## src/rtl/ram_reg_xfer_ctrl.sv

```systemverilog
// Block-move sequencer between the RAM IP and the register file.
// Copies LEN words RAM->REG (dir=0) or REG->RAM (dir=1). While idle, the
// host's datapath control signals pass straight through to the outputs.
module ram_reg_xfer_ctrl #(
  parameter int unsigned RAM_AW     = 16,
  parameter int unsigned REG_AW     = 5,
  parameter int unsigned LEN_W      = 6,
  parameter int unsigned RAM_RD_LAT = 1
) (
  input  logic              clk,
  input  logic              resetn,
  input  logic              start,
  input  logic              dir,
  input  logic [RAM_AW-1:0] src_base,
  input  logic [RAM_AW-1:0] dst_base,
  input  logic [LEN_W-1:0]  len,
  input  logic [1:0]        host_choice,
  input  logic              host_ram_wen,
  input  logic [RAM_AW-1:0] host_ram_addr,
  input  logic [REG_AW-1:0] host_raddr1,
  input  logic              host_we,
  input  logic [REG_AW-1:0] host_waddr,
  output logic [1:0]        choice,
  output logic              ram_wen,
  output logic [RAM_AW-1:0] ram_addr,
  output logic [REG_AW-1:0] raddr1,
  output logic              we,
  output logic [REG_AW-1:0] waddr,
  output logic              busy,
  output logic              done,
  output logic              host_stall
);

  localparam int unsigned DCW = (RAM_RD_LAT > 1) ? $clog2(RAM_RD_LAT) : 1;

  typedef enum logic [1:0] {
    S_IDLE  = 2'd0,
    S_ISSUE = 2'd1,
    S_DRAIN = 2'd2,
    S_DONE  = 2'd3
  } state_t;

  state_t            r_state;
  state_t            w_state_nxt;

  logic              r_dir;
  logic [RAM_AW-1:0] r_src;
  logic [RAM_AW-1:0] r_dst;
  logic [LEN_W-1:0]  r_len;
  logic [LEN_W-1:0]  r_k;
  logic [DCW-1:0]    r_dcnt;

  // Pending regfile writes waiting for RAM read data (valid + target address)
  logic              r_vld [RAM_RD_LAT];
  logic [REG_AW-1:0] r_wa  [RAM_RD_LAT];

  logic [RAM_AW-1:0] w_src_ram;
  logic [RAM_AW-1:0] w_dst_ram;
  logic [REG_AW-1:0] w_src_reg;
  logic [REG_AW-1:0] w_dst_reg;
  logic              w_last_issue;
  logic              w_drain_end;
  logic              w_rd_issue;

  // Per-word addresses wrap naturally at the port widths
  assign w_src_ram    = r_src + RAM_AW'(r_k);
  assign w_dst_ram    = r_dst + RAM_AW'(r_k);
  assign w_src_reg    = r_src[REG_AW-1:0] + REG_AW'(r_k);
  assign w_dst_reg    = r_dst[REG_AW-1:0] + REG_AW'(r_k);
  assign w_last_issue = (r_k == (r_len - LEN_W'(1)));
  assign w_drain_end  = (r_dcnt == DCW'(RAM_RD_LAT - 1));
  assign w_rd_issue   = (r_state == S_ISSUE) && !r_dir;

  // State register
  always_ff @(posedge clk) begin
    if (!resetn) begin
      r_state <= S_IDLE;
    end else begin
      r_state <= w_state_nxt;
    end
  end

  // Transfer parameters captured on start; issue and drain counters
  always_ff @(posedge clk) begin
    if (!resetn) begin
      r_dir  <= 1'b0;
      r_src  <= '0;
      r_dst  <= '0;
      r_len  <= '0;
      r_k    <= '0;
      r_dcnt <= '0;
    end else begin
      case (r_state)
        S_IDLE: begin
          if (start) begin
            r_dir <= dir;
            r_src <= src_base;
            r_dst <= dst_base;
            r_len <= len;
            r_k   <= '0;
          end
        end
        S_ISSUE: begin
          r_k    <= r_k + LEN_W'(1);
          r_dcnt <= '0;
        end
        S_DRAIN: begin
          r_dcnt <= r_dcnt + DCW'(1);
        end
        default: begin
        end
      endcase
    end
  end

  // Read-to-write shift pipe; reset discards anything still in flight
  always_ff @(posedge clk) begin
    if (!resetn) begin
      for (int unsigned i = 0; i < RAM_RD_LAT; i++) begin
        r_vld[i] <= 1'b0;
        r_wa[i]  <= '0;
      end
    end else begin
      r_vld[0] <= w_rd_issue;
      r_wa[0]  <= w_dst_reg;
      for (int unsigned i = 1; i < RAM_RD_LAT; i++) begin
        r_vld[i] <= r_vld[i-1];
        r_wa[i]  <= r_wa[i-1];
      end
    end
  end

  // Next state and output decode; host pass-through unless a transfer is running
  always_comb begin
    w_state_nxt = r_state;
    choice      = host_choice;
    ram_wen     = host_ram_wen;
    ram_addr    = host_ram_addr;
    raddr1      = host_raddr1;
    we          = host_we;
    waddr       = host_waddr;
    busy        = 1'b0;
    done        = 1'b0;
    host_stall  = 1'b0;

    case (r_state)
      S_IDLE: begin
        if (start) begin
          w_state_nxt = (len != '0) ? S_ISSUE : S_DONE;
        end
      end
      S_ISSUE: begin
        if (w_last_issue) begin
          w_state_nxt = r_dir ? S_DONE : S_DRAIN;
        end
      end
      S_DRAIN: begin
        if (w_drain_end) begin
          w_state_nxt = S_DONE;
        end
      end
      S_DONE: begin
        w_state_nxt = S_IDLE;
      end
      default: begin
        w_state_nxt = S_IDLE;
      end
    endcase

    if (r_state != S_IDLE) begin
      busy       = 1'b1;
      host_stall = host_ram_wen | host_we;
      choice     = r_dir ? 2'b00 : 2'b01;
      ram_wen    = (r_state == S_ISSUE) && r_dir;
      ram_addr   = r_dir ? w_dst_ram : w_src_ram;
      raddr1     = w_src_reg;
      we         = r_vld[RAM_RD_LAT-1] && !r_dir;
      waddr      = r_wa[RAM_RD_LAT-1];
      done       = (r_state == S_DONE);
    end
  end

endmodule

```

## config.mk

```make
export PLATFORM = sky130hd
export DESIGN_NAME = ram_reg_xfer_ctrl
export DESIGN_NICKNAME = d
export VERILOG_FILES = /design/src/rtl/ram_reg_xfer_ctrl.sv
export SDC_FILE = /design/constraint.sdc
export NUM_CORES = 1
export LEC_CHECK = 0
export ABC_AREA = 0
export CELL_PAD_IN_SITES_DETAIL_PLACEMENT = 0
export CELL_PAD_IN_SITES_GLOBAL_PLACEMENT = 1
export CORE_MARGIN = 8
export CORE_UTILIZATION = 35
export CTS_BUF_LIST = sky130_fd_sc_hd__clkbuf_4 sky130_fd_sc_hd__clkbuf_8 sky130_fd_sc_hd__clkbuf_16
export DETAILED_ROUTE_END_ITERATION = 8
export MAX_ROUTING_LAYER = met4
export PLACE_DENSITY = 0.93
export SLEW_MARGIN = 20
export SYNTH_ARGS = -nofsm -noshare
export SYNTH_HDL_FRONTEND = slang
export SYNTH_SLANG_ARGS = --single-unit
```

## constraint.sdc

```tcl
create_clock -name clk -period 4.49 [get_ports clk]
set_input_delay 1.1225 -clock clk [delete_from_list [all_inputs] [get_ports clk]]
set_output_delay 1.1225 -clock clk [all_outputs]
set_load 0.1 [all_outputs]
```

==> results_dict.tcl <==
set metrics [dict create \
    met3_wl_um 736 \
    stdcell_area_mm2 0.00498 \
    final_hold_vios 0 \
    power.density_cell_area_mw_per_mm2 679 \
    drtIter0Drc 173 \
    route.detailed.wl_per_inst_um 15.3 \
    overall_die_area_mm2 0.0136 \
    wirelength_met1_mm 4.53 \
    ctsHtreeMaxLevel 2 \
    leading_cell_types_in_the_layout_fill_and_taps_excluded "nand2_1, clkdlybuf4s50_1, dfxtp_1, a21boi_0, buf_4" \
    die_width_um 117 \
    synth.net_count 538 \
    cts-buffers-inserted 5 \
    max_slew.worst_pin.slew_ns 0.971 \
    synth-async-reset-ratio_pct 0 \
    layout_commonest_cell "nand2_1" \
    worst_path_largest_cell_delay_ns 0.50 \
    timing.critical_path.arrival_ns 3.15 \
    achievable-frequency_mhz 234 \
    grtUsageTotal_pct 15.4 \
    detail-route-antenna-nets 0 \
    timing.final.max_slew_violations 0 \
    leakagePower_nw 2.01 \
    critical_path.startpoint_type "register" \
    global_route_wire_length_before_repair_mm 16.4 \
    post_synth_cell_types 52 \
    netlist_instances 443 \
    clk_path_buf_depth 2 \
    routabilityCongestion 0.881 \
    area.growth.synth_to_final_pct 40.2 \
    routed_wirelength_mm 10.2 \
    part_of_the_yosys_area_used_for_sequential_elements_pct 30.5 \
    dpl.hpwl_mm 8.20 \
    rsz_0062_raised_after_global_routing "false" \
    timing_worst_setup_path_type "reg2out" \
    timing.critical_path.to_type "output port" \
    synth_warnings 0 \
    maxSlewHeadroom_pct 35.1 \
    max-vdd-ir-drop_mv 0.442 \
    worst_skew_pair.late_latency_ns 0.31 \
    met2_length_mm 4.80 \
    outcome "completed" \
    clock_skew_ns 0.00761 \
    final_nets 629 \
    grt_max_degree 28 \
    die_h_um 117 \
    overflow 0 \
    power.total_mw 3.38 \
    drc 0 \
    vias_per_cell 5.04 \
    io-pin-count 105 \
    clock-root-buffer "clkbuf_8" \
    drv_cap 0 \
    critical_path.cell_chain "mux2_2 -> ha_1 -> inv_1 -> fa_1 -> nor2b_1 -> o21a_1 -> o21ai_1 -> a2111oi_0 -> xor2_1 -> o21ai_1 -> buf_12" \
    tritoncts_num_sinks 54 \
    syn_area_mm2 0.00355 \
    layout_min_cycle_time_ns 4.27 \
    setup_viol 0 \
    grt_antenna_before_repair 0 \
    clk_pin_slew_worst_paths_ns 0.09 \
    synthFlopType "dfxtp_1" \
    initial_utilization_pct 36.1 \
    crit_share_post_route_pct 95.1 \
    layout_cells_sized_above_1_pct 15.1 \
    detailedRoute.firstPassIterationCount 4 \
    tns_ns 0 \
    via_count 3370 \
    rows 36 \
    core-area_mm2 0.00982 \
    port_buffers 104 \
    critical_path_peak_fanout 6 \
    synth_area_per_cell_um2 8.01 \
    most_prevalent_standard_cell_on_the_critical_path "o21ai_1" \
    ys_ff_latch 54 \
    number_of_enable_flip_flop_cells_after_synthesis 0 \
    tritoncts "done" \
    grt_pass1_vias 3346 \
    ant_cells 0 \
    worstPathRequired_ns 3.37 \
    highest_layer "met4" \
    slowest_stage_cell_cp "a2111oi_0" \
    postPlaceCellArea_mm2 0.00486 \
    worst_hold_path_type "reg2reg" \
]
## critical path: cells and delay by family, from the launching register on
family                   cells  cell delay [ns]
multiplexers                 1             0.20
buffers and inverters        2             0.28
flip-flops                   1             0.46
AO/OA/AOI/OAI                4             1.04
adder cells (fa/ha/maj)      2             0.58
AND/OR/NAND/NOR              1             0.14
XOR/XNOR                     1             0.14
## repair_timing
item                       CTS  global route
setup buffers                0             0
gates resized for setup      0             2
setup endpoints to repair    0             2
hold buffers                 0             0
## layout make-up
class                           instances  area, µm²
Clock buffer                            6       76.3
Clock inverter                          2       37.5
Fill cell                             918       4840
Inverter                               16       60.1
Multi-Input combinational cell        346       2350
Sequential cell                        54       1080
Tap cell                              133        166
Timing Repair Buffer                  111       1200
## flip-flops by register name, summed over array words and instances, names as in the netlist
register	flops
r_state	2
r_wa	5
r_len	6
r_dcnt	1
r_k	6
r_src	16
r_dir	1
r_vld	1
r_dst	16
## path summary, 6_finish.rpt
kind / start / endpoint / slack, ns / depth (start not counted)
min: r_src[5]$_SDFFE_PN0P_ / r_src[5]$_SDFFE_PN0P_ / 0.46 / 2
max reg2reg: r_state[0]$_SDFFE_PN0P_ / r_dst[5]$_SDFFE_PN0P_ / 2.11 / 6
max: r_dir$_SDFFE_PN0P_ / ram_addr[12] / 0.22 / 11
min reg2reg: r_src[5]$_SDFFE_PN0P_ / r_src[5]$_SDFFE_PN0P_ / 0.46 / 2
## logic make-up (layout without fill, tap and decap cells)
group / Yosys count / count (layout) / share of synthesized area, %
muxes: 25 / 25 / 7.65
buffers and inverters: 43 / 135 / 5.04
AOI/OAI and AO/OA: 111 / 111 / 22.0
adders and majority gates: 23 / 23 / 8.74
DFF: 54 / 54 / 30.5
and+or+nand+nor: 162 / 162 / 19.9
xor gates and xnor gates: 25 / 25 / 6.17
## through the flow
step                      utilization [%]  setup WS (ns)  std cells  hold WS, ns
final                                50.7          0.219        668        0.458
after floorplan                         -         -0.561        443        0.434
after global placement               49.5          0.530        660        0.449
after CTS                            50.6          0.165        668        0.463
after global routing                 50.7         0.0420        668        0.505
after detailed placement             49.5          0.505        660        0.448
## per-layer routing
metal / global-route usage [%] / vias up
met2: 25.9 / 107
li1: - / 1698
met1: 18.8 / 1551
met4: 4.44 / 0
met3: 2.22 / 14
met5: - / -
## where the power goes
part / switching [mW] / internal [mW]
Combinational: 1.69 / 0.726
Sequential: 0.0670 / 0.558
Clock: 0.159 / 0.173
## cells in the mapped netlist (4+ instances only)
| cell | instances | area [µm²] |
|---|---|---|
| nor3_1 | 8 | 40.0 |
| a21boi_0 | 33 | 248 |
| xor2_1 | 17 | 149 |
| inv_1 | 15 | 56.3 |
| ha_1 | 20 | 250 |
| xnor2_1 | 8 | 70.1 |
| clkbuf_1 | 21 | 78.8 |
| a22oi_1 | 4 | 30.0 |
| nor2_1 | 17 | 63.8 |
| a21o_1 | 8 | 60.1 |
| and2_1 | 5 | 31.3 |
| nor2b_1 | 8 | 50.1 |
| o211a_1 | 4 | 40.0 |
| o21ai_0 | 22 | 110 |
| mux2i_1 | 11 | 110 |
| dfxtp_1 | 54 | 1080 |
| mux2_2 | 13 | 146 |
| nand2_1 | 109 | 409 |
| a21oi_1 | 14 | 70.1 |
Note: power is estimated with default switching activity, not from simulation.
